===== src/rtl/vad_energy.sv =====
// Frame-energy voice activity detector: sums |x| over FRAME_LEN samples, compares to a threshold,
// and holds vad_o through HANGOVER_FRAMES quiet frames. Define VAD_ONSET_EN to require ONSET_FRAMES active frames to assert.
module vad_energy #(
  parameter int DATA_W          = 16,
  parameter int FRAME_LEN       = 256,
  parameter int HANGOVER_FRAMES = 4,
  parameter int ONSET_FRAMES    = 2,
  localparam int ACC_W          = DATA_W + $clog2(FRAME_LEN)
) (
  input  logic                     clk_i,
  input  logic                     rst_i,
  input  logic                     en_i,
  input  logic signed [DATA_W-1:0] data_i,
  input  logic                     valid_i,
  input  logic        [ACC_W-1:0]  threshold_i,
  output logic        [ACC_W-1:0]  energy_o,
  output logic                     energy_valid_o,
  output logic                     vad_o
);

  localparam int CNT_W  = $clog2(FRAME_LEN);
  localparam int HANG_W = (HANGOVER_FRAMES > 0) ? $clog2(HANGOVER_FRAMES + 1) : 1;

  if (FRAME_LEN < 2 || (FRAME_LEN & (FRAME_LEN - 1)) != 0) begin : g_bad_frame_len
    $error("vad_energy: FRAME_LEN must be a power of 2 and >= 2");
  end
  if (HANGOVER_FRAMES < 0) begin : g_bad_hangover
    $error("vad_energy: HANGOVER_FRAMES must be >= 0");
  end
  if (ONSET_FRAMES < 1) begin : g_bad_onset
    $error("vad_energy: ONSET_FRAMES must be >= 1");
  end

  typedef enum logic [1:0] {
    S_SILENT = 2'd0,
    S_SPEECH = 2'd1,
    S_HANG   = 2'd2
  } state_t;

  // Two's-complement magnitude; the most negative value yields 2^(DATA_W-1) as unsigned.
  function automatic logic [DATA_W-1:0] abs_mag(input logic signed [DATA_W-1:0] x);
    logic [DATA_W-1:0] u;
    u = x;
    return x[DATA_W-1] ? (~u + 1'b1) : u;
  endfunction

  logic        [CNT_W-1:0]  r_cnt;
  logic        [ACC_W-1:0]  r_acc;
  logic        [ACC_W-1:0]  r_energy_p1;
  logic                     r_energy_vld_p1;
  logic                     r_vad_p1;
  logic        [HANG_W-1:0] r_hang;
  state_t                   r_state;

  logic        [DATA_W-1:0] w_mag_p0;
  logic        [ACC_W-1:0]  w_frame_energy_p0;
  logic                     w_last_p0;
  logic                     w_active_p0;

`ifdef VAD_ONSET_EN
  localparam int ONSET_W = (ONSET_FRAMES > 1) ? $clog2(ONSET_FRAMES + 1) : 1;
  logic [ONSET_W-1:0] r_onset;
`endif

  // Stage p0: magnitude, running sum and the decision for a completing frame
  assign w_mag_p0          = abs_mag(data_i);
  assign w_frame_energy_p0 = r_acc + ACC_W'(w_mag_p0);
  assign w_last_p0         = valid_i && (r_cnt == CNT_W'(FRAME_LEN - 1));
  assign w_active_p0       = w_frame_energy_p0 > threshold_i;

  // Stage p1: registered energy, pulse and hangover state machine
  always_ff @(posedge clk_i or posedge rst_i) begin
    if (rst_i) begin
      r_cnt           <= '0;
      r_acc           <= '0;
      r_energy_p1     <= '0;
      r_energy_vld_p1 <= 1'b0;
      r_vad_p1        <= 1'b0;
      r_hang          <= '0;
      r_state         <= S_SILENT;
`ifdef VAD_ONSET_EN
      r_onset         <= '0;
`endif
    end else begin
      r_energy_vld_p1 <= 1'b0;
      if (!en_i) begin
        r_cnt    <= '0;
        r_acc    <= '0;
        r_hang   <= '0;
        r_state  <= S_SILENT;
        r_vad_p1 <= 1'b0;
`ifdef VAD_ONSET_EN
        r_onset  <= '0;
`endif
      end else if (valid_i) begin
        r_cnt <= r_cnt + 1'b1;
        if (!w_last_p0) begin
          r_acc <= w_frame_energy_p0;
        end else begin
          r_acc           <= '0;
          r_energy_p1     <= w_frame_energy_p0;
          r_energy_vld_p1 <= 1'b1;
          case (r_state)
            S_SILENT: begin
`ifdef VAD_ONSET_EN
              if (w_active_p0 && r_onset >= ONSET_W'(ONSET_FRAMES - 1)) begin
                r_state  <= S_SPEECH;
                r_vad_p1 <= 1'b1;
                r_hang   <= HANG_W'(HANGOVER_FRAMES);
                r_onset  <= '0;
              end else begin
                r_vad_p1 <= 1'b0;
                r_onset  <= w_active_p0 ? r_onset + 1'b1 : '0;
              end
`else
              if (w_active_p0) begin
                r_state  <= S_SPEECH;
                r_vad_p1 <= 1'b1;
                r_hang   <= HANG_W'(HANGOVER_FRAMES);
              end else begin
                r_vad_p1 <= 1'b0;
              end
`endif
            end
            S_SPEECH: begin
              if (w_active_p0) begin
                r_hang <= HANG_W'(HANGOVER_FRAMES);
              end else if (HANGOVER_FRAMES > 0) begin
                r_state <= S_HANG;
              end else begin
                r_state  <= S_SILENT;
                r_vad_p1 <= 1'b0;
              end
            end
            S_HANG: begin
              if (w_active_p0) begin
                r_state <= S_SPEECH;
                r_hang  <= HANG_W'(HANGOVER_FRAMES);
              end else if (r_hang == HANG_W'(1)) begin
                r_state  <= S_SILENT;
                r_vad_p1 <= 1'b0;
                r_hang   <= '0;
              end else begin
                r_hang <= r_hang - 1'b1;
              end
            end
            default: begin
              r_state  <= S_SILENT;
              r_vad_p1 <= 1'b0;
              r_hang   <= '0;
            end
          endcase
        end
      end
    end
  end

  assign energy_o       = r_energy_p1;
  assign energy_valid_o = r_energy_vld_p1;
  assign vad_o          = r_vad_p1;

endmodule


===== config.mk =====
export PLATFORM = sky130hd
export DESIGN_NAME = vad_energy
export DESIGN_NICKNAME = d
export VERILOG_FILES = /design/src/rtl/vad_energy.sv
export SDC_FILE = /design/constraint.sdc
export NUM_CORES = 1
export LEC_CHECK = 0
export CAP_MARGIN = 15
export CORE_MARGIN = 2
export CORE_UTILIZATION = 59
export DETAILED_ROUTE_END_ITERATION = 6
export GPL_ROUTABILITY_DRIVEN = 1
export GPL_TIMING_DRIVEN = 0
export PLACE_DENSITY = 0.89
export SYNTH_ARGS = -nofsm -noshare
export SYNTH_HDL_FRONTEND = slang
export SYNTH_SLANG_ARGS = --single-unit

===== constraint.sdc =====
create_clock -name clk_i -period 9.2 [get_ports clk_i]
set_input_delay 1.84 -clock clk_i [delete_from_list [all_inputs] [get_ports clk_i]]
set_output_delay 1.84 -clock clk_i [all_outputs]
set_load 0.01 [all_outputs]

# Yosys cells after proc, flatten, opt, wreduce, memory -nomap -nowiden
# Cells that the tools add are included.
# op_classes
addsub	4
n_lt_le_gt_ge	1
n_eq_ne	13
reduce_logical	7
n_bitwise	1
mux	31
# ops
cell	count
$mux 24	3
$add 24x16->24	1
$gt 24x24->1	1
$mux 3	6
$add 16x1->16 const B	1
$mux 16	1
$mux 8	2
$not 16->16	1
$mux 2	7
$ne 3x3->1 const B	4
$reduce_and 5->1	2
$mux 1	9
$add 8x1->8 const B	1
$eq 8x8->1 const B	1
$pmux 2 s3	1
$pmux 3 s2	1
$reduce_and 3->1	2
$ne 2x1->1 const B	2
$ne 4x4->1 const B	1
$eq 3x1->1 const B	1
$ne 3x2->1 const B	1
$pmux 1 s3	1
$sub 3x1->3 const B	1
$eq 2x1->1 const B	1
other kinds (5)	5
# word_totals
ff_bits	63
inputBits	44
output_inout_bits	26

# Longest topological paths before layout
# Gate-level depths: netlist of the first run.
# logic_depth
depth_word	10
mapped_depth	22
ltp_nobuf	22

# Least setup slack after synthesis of the first run
# OpenSTA, ideal clock, no wires.
# synth_timing
path_type	input to register
startpoint	in data_i[5]
endpoint	reg r_hang[2]
arrival_time_ps	5837
slack_ps	3281
setup_time_ps	82
cell_stages	18
cell_sequence	nor4_1 nand2_1 o31ai_1 xnor2_1 ha_1 and3_1 a311o_1 a31o_2 a41o_1 xor2_1 ha_1 nand4_1 or3_1 nor2_1 o31a_1 a211oi_1 a2111o_1 a31oi_1
# synth_between
elab_chain_cells	10
elab_cells_between_ends	12
classes_between	2 x add/sub; 1 x order compare; 1 x eq/ne; 6 x mux; 1 x bitwise; 1 x reduce/logical
# synth_lines
item	line_no	text
start, declared	13	input logic signed [DATA_W-1:0] data_i,
$not 16->16	44	return x[DATA_W-1] ? (~u + 1'b1) : u;
$add 16x1->16	44	
$mux 16 *	44	
$add 24x16->24 *	67	assign w_frame_energy_p0 = r_acc + ACC_W'(w_mag_p0);
via w_frame_energy_p0[17]	56	logic [ACC_W-1:0] w_frame_energy_p0;
$gt 24x24->1 *	69	assign w_active_p0 = w_frame_energy_p0 > threshold_i;
$mux 3	136	if (w_active_p0) begin
$pmux 3 s2	103	case (r_state)
$mux 3	97	if (!w_last_p0) begin
$mux 3	95	end else if (valid_i) begin
$mux 3	86	if (!en_i) begin
end signal, assigned	119	r_hang <= HANG_W'(HANGOVER_FRAMES);
end signal, assigned	127	r_hang <= HANG_W'(HANGOVER_FRAMES);
end signal, assigned	138	r_hang <= HANG_W'(HANGOVER_FRAMES);
end, declared	52	logic [HANG_W-1:0] r_hang;
# The timed path passes the listed nets; every way through them passes the cells marked *. The select of a mux whose other input is x is not followed.
# A chain may end at the register's enable or synchronous reset.

# Final worst setup path of the first run
# layout_timing
startpoint	in data_i[0]
endpoint	reg r_hang[2]
# Same word-level chain as after synthesis.

==> results.cfg, run 1 <==
[final_layout]
fin_cells = 663
final-seq-area_sq_mm = 0.00158
fill_cells = 493
nets = 649
diodes = 0
drive_gt1_share_pct = 9.93
multi_input_area_sq_mm = 0.00272
area_growth_pct = 23.2

[global_routing]
grt_pass1_wl_mm = 19.3
grt_pass1_vias = 4067
grt_use_total_pct = 28.8
antenna_found_initial = 0
grt_overflow = 0
grt_max_degree = 44

[synthesis]
syn-cell-area_sq_mm = 0.00451
synth_seq_cells = 63
yosysMostFrequentCell = dfrtp_1
synth_top_area_share_pct = 35.0
ys_seq_area_share_pct = 35.0
yosys.area.top_type = dfrtp_1
syn_inst = 479
synth_area_per_cell_sq_um = 9.41
ys_top_cells_by_area = dfrtp_1, ha_1, xnor2_1
synth_edf_count = 0
ys_async_sr_fraction_pct = 100
synthesis.nets = 569
ys_top_cells_by_count = dfrtp_1, ha_1, inv_1
ys.flop_type = dfrtp_1
ys_warn_count = 0
synth_cell_types = 58

[worst_setup_path]
path_max_fanout = 5
crit_path_max_incr_delay_ns = 0.75
worstPathArrival_ns = 7.40
required_ns = 9.40
endpoint_kind = register
crit_chain = clkdlybuf4s50_1 -> inv_1 -> ha_1 -> nand2b_1 -> o41ai_1 -> xnor2_1 -> ha_1 -> a211oi_2 -> o211ai_1 -> a311o_1 -> a21oi_1 -> nor2_1 -> o31ai_1 -> inv_1 -> ha_1 -> a21o_1 -> a21o_1 -> a21oi_1 -> o21ai_0 -> a211oi_1 -> a2111o_1 -> a31oi_1
path_buf_inv = 3
path_delay_family = compound AO/OA/AOI/OAI gates
crit_path_top_delay_cell = a211oi_1
path_common_cell = ha_1
path_class = in -> reg
critPathLaunchType = input port

[timing]
fmax_mhz = 139
period_share_pct = 78.3
rsz0062_at_grt = no
slew_violations = 0
worst_slew_pin_slew_ns = 0.836
max-slew-margin-rel_pct = 43.9
period_minus_slack_ns = 7.20
skew_ns = 0.00717
setup_tns_ns = 0
hold_viol_final = 0
setup_viol = 0
whs_ns = 0.494

[route]
routed_wl_mm = 11.6
drc_errors = 0
via_count = 4090
avgRoutedWirePerCell_um = 17.5
detail-route-antenna-nets = 0
drt_iter0_drc = 327
via_per_inst = 6.17
detail_route.first_pass.iterations = 5

[cts]
post-cts-setup-buffer-count = 0
htree_levels = 3
cts_buffer_depth = 2
ctsHoldBuffers = 0
clkSinkCount = 63
cts_root_buf = clkbuf_8
cts_tree = done
clk_pin_slew_worst_paths_ns = 0.07
ctsResizeCount = 0
clk_latency_ns = 0.35
cts_buffers = 9

[die]
start_util_pct = 61.5
rows = 31
core_area_sq_mm = 0.00733
die_area_sq_mm = 0.00836
io_pins = 70
die_h_um = 91.4
fp.dieW_um = 91.4

[placed_design]
dp.cells = 647
gp_congestion = 0.907
io_buffers = 68
dp_hpwl_mm = 8.55

[pwr]
p_leak_nw = 2.68
power_density_mw_per_mm2 = 162
power_mw = 0.900
vdd_drop_max_uv = 88.6

[flow_run]
max-cap-violations = 0

[status]
run_status = finished clean

[min_path]
hp-class = reg -> reg
cells by family after synthesis:
group           share of synthesized area (%)
flops                                    35.0
simple gates                             14.4
compound gates                           18.9
xor+xnor                                 7.94
buf+inv                                  4.77
mux                                      6.02
fa+ha+maj                                12.9
path summary, 6_finish.rpt:
check | startpoint | slack [ns] | endpoint | cells past startpoint
setup / recovery | data_i[0] | 2.00 | r_hang[2] | 22
hold / removal | energy_o[1] | 0.49 | energy_o[1] | 2
setup reg to reg | r_acc[6] | 4.45 | r_hang[2] | 16
hold reg to reg | energy_o[1] | 0.49 | energy_o[1] | 2
max in group asynchronous | rst_i | 6.78 | r_hang[0] | 3
min in group asynchronous | rst_i | 1.82 | energy_o[2] | 2
where the power goes:
group          total [mW]  switching (mW)  internal [mW]
Clock               0.273           0.114          0.159
Sequential          0.301          0.0103          0.291
Combinational       0.326           0.188          0.138
cell usage in the layout (no fill, tap or decap), types with 3 or more instances in the layout:
cell and n:
clkdlybuf4s50_1 68, dfrtp_1 63, ha_1 45, inv_1 42
nand2_1 33, xnor2_1 30, nor2_1 29, a21oi_1 27
o21ai_0 24, mux2_2 21, a21o_1 17, nand3_1 17
a22o_1 15, clkbuf_1 12, clkbuf_8 10, xor2_1 9
nand4_1 8, or3_1 8, nand2b_1 6, o31ai_1 5
nor2b_1 4, and3_1 4, nor3_1 4, a211oi_1 3
o22ai_1 3, a21oi_2 3, clkinv_2 3
layout make-up:
class / instances / share of cell area (%)
Inverter: 44 / 2.97
Sequential cell: 63 / 28.4
Clock buffer: 10 / 2.48
Clock inverter: 6 / 1.51
Timing Repair Buffer: 69 / 12.6
Multi-Input combinational cell: 359 / 48.9
Tap cell: 99 / 2.23
Buffer: 13 / 0.901
worst reg2reg max path, stage by stage (launching register included):
cell      delay, ns
dfrtp_1        0.39
ha_1           0.39
a211oi_2       0.25
o211ai_1       0.16
a311o_1        0.40
a21oi_1        0.28
nor2_1         0.09
o31ai_1        0.47
inv_1          0.10
ha_1           0.30
a21o_1         0.16
a21o_1         0.17
a21oi_1        0.19
o21ai_0        0.16
a211oi_1       0.75
a2111o_1       0.24
a31oi_1        0.11
through the flow:
stage                     utilization, %  setup slack [ns]  instance area [sq um]
after floorplan                        -              3.28                   4510
after global placement              72.5              2.03                   5310
after detailed placement            72.7              1.87                   5330
after CTS                           75.8              2.12                   5550
after global routing                75.8              1.77                   5550
final                               75.8              2.00                   5550
registers in the layout, indices dropped and copies added (netlist names):
name / cells
vad_o: 1
energy_o: 24
r_state: 2
energy_valid_o: 1
r_cnt: 8
r_hang: 3
r_acc: 24
layer usage:
metal	share of wire, %	up-vias	GRT usage (%)
li1	-	1885	-
met1	42	1994	37.6
met2	50	179	49.1
met3	5.6	32	3.40
met4	2.4	0	11.0
met5	0	-	0
Power figures use the tool's default switching activity.
==> inputs of run 2 (changes only) <==
- CORE_UTILIZATION: 59 -> 55
- PLACE_DENSITY: 0.89 -> 0.84
- clock period: 9.2 -> 6.8 ns (I/O delays scaled with it)
==> run 2 against run 1 <==
  * Total power increased by 34%
  * Count of clock-buffer cells in the layout increased by 3
  * Register-to-register slack got worse by 2.1 ns
  * Clock power increased by 37%
  * Cell area increased by 0.27%
==> results.cfg, run 2 (synthesis gave the netlist of run 1 again) <==
[final_layout]
final_cell_mix = clkdlybuf4s50_1, dfrtp_1, ha_1
fin_cells = 669
drive_gt1_share_pct = 9.75
area_growth_pct = 23.5
nets = 649
fill_cells = 623
final_common_cell = clkdlybuf4s50_1
diodes = 0
utilization_pct = 68.8

[worst_setup_path]
ff2ff_setup_slack_ns = 2.33
required_ns = 7.06
path_max_fanout = 5
path_class = in -> reg
r2r_cells = 16
cp-endpoint = r_hang[2]
crit_chain = clkdlybuf4s50_1 -> nor4_1 -> nand2_1 -> o31ai_1 -> xnor2_1 -> ha_1 -> and3_1 -> a311o_1 -> a21oi_1 -> nor2_1 -> o31ai_1 -> inv_1 -> ha_1 -> nand4_1 -> or3_1 -> nor2_1 -> o31a_1 -> a211oi_2 -> a2111o_1 -> a31oi_1
r2r_start = r_acc[1]
crit_path_top_delay_cell = o31ai_1
worstPathArrival_ns = 6.64
endpoint_kind = register
r2r_end = r_hang[2]
crit_path_max_incr_delay_ns = 0.51
critPathLaunchType = input port
setup.worst_path.start = data_i[5]

[route]
detail_route.first_pass.iterations = 4
drc_errors = 0
avgRoutedWirePerCell_um = 16.5
detail-route-antenna-nets = 0
via_per_inst = 5.84
via_count = 3905
drt_iter0_drc = 229
routed_wl_mm = 11.0

[timing]
slew_violations = 0
hold_viol_final = 0
rsz0062_at_grt = no
max-slew-margin-rel_pct = 57.9
setup_viol = 0
worst_slew_pin_slew_ns = 0.631
period_minus_slack_ns = 6.38
period_share_pct = 93.8
skew_ns = 0.00744
setup_tns_ns = 0
fmax_mhz = 157

[pwr]
pwr-share-clk_pct = 30.9
cell_internal_pwr_mw = 0.806
power_mw = 1.21
p_sw_share_pct = 33.3
power_density_mw_per_mm2 = 217
vdd_drop_max_uv = 140
pwr-share-seq_pct = 33.7
p_sw_mw = 0.403
combPwrFrac_pct = 35.4
p_leak_nw = 2.68

[flow_run]
max-cap-violations = 0

[cts]
clk_pin_slew_worst_paths_ns = 0.07
ctsHoldBuffers = 0
ctsResizeCount = 0
htree_levels = 3
cts_buffers = 9
clk_latency_ns = 0.34
cts_buffer_depth = 2
cts_tree = done
post-cts-setup-buffer-count = 0
cts_root_buf = clkbuf_8
clkSinkCount = 63

[placed_design]
gp_congestion = 0.938
io_buffers = 68
dp.cells = 653
dp_hpwl_mm = 8.25

[global_routing]
grt_pass1_wl_mm = 18.5
grt_use_total_pct = 26.3
grt_pass1_vias = 3985
antenna_found_initial = 0
grt_overflow = 0
grt_max_degree = 42

[die]
die_area_sq_mm = 0.00894
rows = 33
core_area_sq_mm = 0.00809
die_h_um = 94.5
io_pins = 70
fp.dieW_um = 94.5
start_util_pct = 55.7

[status]
run_status = finished clean

[min_path]
hp-class = reg -> reg
==> run 2: changes by cell type in the layout (fill, tap and decap cells not counted), sizes merged <==
| cell | delta |
|---|---|
| clkinv | -3 |
| clkbuf | +3 |
==> run 2: power by group through the flow <==
stage,Combinational (mW),Clock (mW),Sequential [mW]
after floorplan,0.309,0,0.410
after global placement,0.400,0,0.414
after detailed placement,0.418,0,0.415
after CTS,0.424,0.376,0.408
after global routing,0.480,0.393,0.410
final,0.428,0.373,0.407
==> run 2: layer usage <==
| metal | vias up | GRT usage [%] | wire length [um] |
|---|---|---|---|
| li1 | 1879 | - | - |
| met1 | 1902 | 33.6 | 4810 |
| met2 | 104 | 45.5 | 5470 |
| met3 | 20 | 3.19 | 532 |
| met4 | 0 | 10.5 | 239 |
| met5 | - | 0 | 0 |
==> run 2: how the worst min path moves through the flow <==
stage	start	end	slack, ns	cells past startpoint
global placement	r_acc[0]	r_acc[0]	0.47	2
CTS	r_acc[0]	r_acc[0]	0.49	2
detailed placement	r_acc[13]	r_acc[13]	0.48	2
finish	r_acc[0]	r_acc[0]	0.49	2
global route	r_acc[0]	r_acc[0]	0.51	2
floorplan	r_acc[0]	r_acc[0]	0.45	2
==> run 2: final cells by class <==
cell class	instances	area, sq um	share of cell area [%]
tap	105	131	2.36
clock inverter	3	65.1	1.17
timing repair buffer	69	701	12.6
clock buffer	13	159	2.85
sequential	63	1580	28.3
multi-input combinational	359	2720	48.9
inverter	44	165	2.97
buffer	13	50.0	0.899
==> run 2: worst max-delay path, delay by kind of cell <==
kind | cells | cell delay [ns]
buf+inv | 2 | 0.56
xor+xnor | 1 | 0.18
fa+ha+maj | 2 | 0.62
compound gates | 8 | 2.30
simple gates | 7 | 1.61
==> run 2: stage by stage <==
stage	setup WS (ns)	instance area, sq um	hold WS (ns)
after floorplan	1.36	4510	0.454
after global placement	0.172	5320	0.470
after detailed placement	0.00396	5340	0.479
after CTS	0.379	5560	0.495
after global routing	0.102	5570	0.507
final	0.424	5570	0.495
==> inputs of run 3 (changes only) <==
- RECOVER_POWER: unset -> 25
==> run 3 against run 2 <==
  * Combinational power barely moved
  * Critical endpoint unchanged
  * The run now ends with capacitance limit, slew limit left
  * Sequential power barely moved
  * Hold slack about the same
  * Count of clock-buffer cells in the layout unchanged
  * Largest cell class unchanged
==> results.cfg, run 3 (synthesis gave the netlist of run 1 again) <==
[status]
run_status = finished with violations
violations = capacitance limit, slew limit

[global_routing]
antenna_found_initial = 0
grt_max_degree = 42
grt_pass1_wl_mm = 18.5
grt_use_total_pct = 26.3
grt_pass1_vias = 3985
grt_overflow = 0

[worst_setup_path]
path_max_fanout = 5
path_class = in -> reg
worstPathArrival_ns = 6.63
path_buf_inv = 2
crit_chain = clkdlybuf4s50_1 -> nor4_1 -> nand2_1 -> o31ai_1 -> xnor2_1 -> ha_1 -> and3_1 -> a311o_1 -> a21oi_1 -> nor2_1 -> o31ai_1 -> inv_1 -> ha_1 -> nand4_1 -> or3_1 -> nor2_1 -> o31a_1 -> a211oi_2 -> a2111o_1 -> a31oi_1
critPathLaunchType = input port
endpoint_kind = register
crit_path_max_incr_delay_ns = 0.51
crit_path_top_delay_cell = o31ai_1
path_delay_family = compound AO/OA/AOI/OAI gates
required_ns = 7.06

[route]
routed_wl_mm = 11.0
detail-route-antenna-nets = 0
drt_iter0_drc = 227
via_count = 3937
avgRoutedWirePerCell_um = 16.5
drc_errors = 0
detail_route.first_pass.iterations = 4
via_per_inst = 5.88

[die]
die_area_sq_mm = 0.00894
core_area_sq_mm = 0.00809
io_pins = 70
die_h_um = 94.5
fp.dieW_um = 94.5
rows = 33
start_util_pct = 55.7

[final_layout]
final_cell_mix = clkdlybuf4s50_1, dfrtp_1, ha_1
nets = 649
fin_area_sq_mm = 0.00555
fill_cells = 626
area_growth_pct = 23.2
multi_input_area_sq_mm = 0.00272
drive_gt1_share_pct = 9.40
final-seq-area_sq_mm = 0.00158
diodes = 0
final_common_cell = clkdlybuf4s50_1

[flow_run]
max-cap-violations = 1

[timing]
max-slew-margin-rel_pct = -47.8
period_share_pct = 93.8
rsz0062_at_grt = no
setup_viol = 0
worst_slew_pin_slew_ns = 2.22
period_minus_slack_ns = 6.38
slew_violations = 42
setup_tns_ns = 0
fmax_mhz = 157
hold_viol_final = 0
skew_ns = 0.00725

[pwr]
p_leak_nw = 2.67
cell_internal_pwr_mw = 0.805
pwr-share-clk_pct = 30.9
combPwrFrac_pct = 35.3
p_sw_share_pct = 33.3
pwr-share-seq_pct = 33.8
p_sw_mw = 0.401
power_density_mw_per_mm2 = 217
vdd_drop_max_uv = 138

[cts]
cts_tree = done
ctsHoldBuffers = 0
post-cts-setup-buffer-count = 0
cts_buffer_depth = 2
htree_levels = 3
clk_latency_ns = 0.34
clk_pin_slew_worst_paths_ns = 0.07
cts_root_buf = clkbuf_8
clkSinkCount = 63
cts_buffers = 9

[placed_design]
dp_hpwl_mm = 8.25
io_buffers = 68
gp_congestion = 0.938
dpl_cell_area_sq_mm = 0.00534

[min_path]
hp-class = reg -> reg
==> run 3: cell types whose count changed in the layout (fill, tap and decap cells not counted) <==
cell,delta
buf_12,-1
inv_2,-1
clkbuf_1,+1
inv_1,+1
clkdlybuf4s50_1,-1
dlygate4sd3_1,+1
==> run 3: repair_timing <==
| action | 4_1_cts | 5_1_grt |
|---|---|---|
| setup endpoints to repair | 0 | 5 |
| hold endpoints to repair | 0 | 0 |
| resized for setup | 0 | 1 |
==> run 3: area by class of cell <==
type / instances / area share [%]
buffer: 13 / 0.901
tap: 105 / 2.37
sequential: 63 / 28.4
inverter: 44 / 2.97
multi-input combinational: 359 / 49.0
clock buffer: 13 / 2.86
clock inverter: 3 / 1.17
timing repair buffer: 69 / 12.3
==> run 3: power by group through the flow <==
stage	sequential, mW	clock (mW)	combinational, mW
floorplan	0.410	0	0.309
global placement	0.414	0	0.400
detailed placement	0.415	0	0.418
CTS	0.408	0.376	0.424
global route	0.410	0.393	0.479
finish	0.407	0.372	0.426
==> run 3: tightest hold or removal path, stage by stage, from the launching register on <==
cell,delay (ns)
dfrtp_1,0.35
nand2_1,0.05
o21ai_0,0.06
==> run 3: layer usage <==
layer / track usage [%] / vias to the layer above / wire length, um
li1: - / 1881 / -
met1: 33.6 / 1914 / 4850
met2: 45.5 / 121 / 5440
met3: 3.19 / 21 / 495
met4: 10.5 / 0 / 257
met5: 0 / - / 0
==> run 3: final timing paths <==
kind	start	endpoint	slack, ns	cells after the start
setup reg to reg	r_acc[1]	r_hang[2]	2.33	16
min in group asynchronous	rst_i	r_cnt[7]	1.65	2
hold / removal	r_acc[0]	r_acc[0]	0.49	2
setup / recovery	data_i[5]	r_hang[2]	0.42	20
max in group asynchronous	rst_i	energy_o[10]	2.58	3
hold reg to reg	r_acc[0]	r_acc[0]	0.49	2
==> run 3: metrics by stage <==
step           hold slack (ns)  instances  worst slack, ns  total power, mW  utilization, %
4_1_cts                  0.495        669            0.379             1.21            68.8
6_report                 0.495        669            0.424             1.21            68.6
3_5_place_dp             0.479        653          0.00396            0.832            66.0
5_1_grt                  0.507        669            0.102             1.28            68.6
2_1_floorplan            0.454        479             1.36            0.720               -
3_3_place_gp             0.470        652            0.172            0.814            65.7
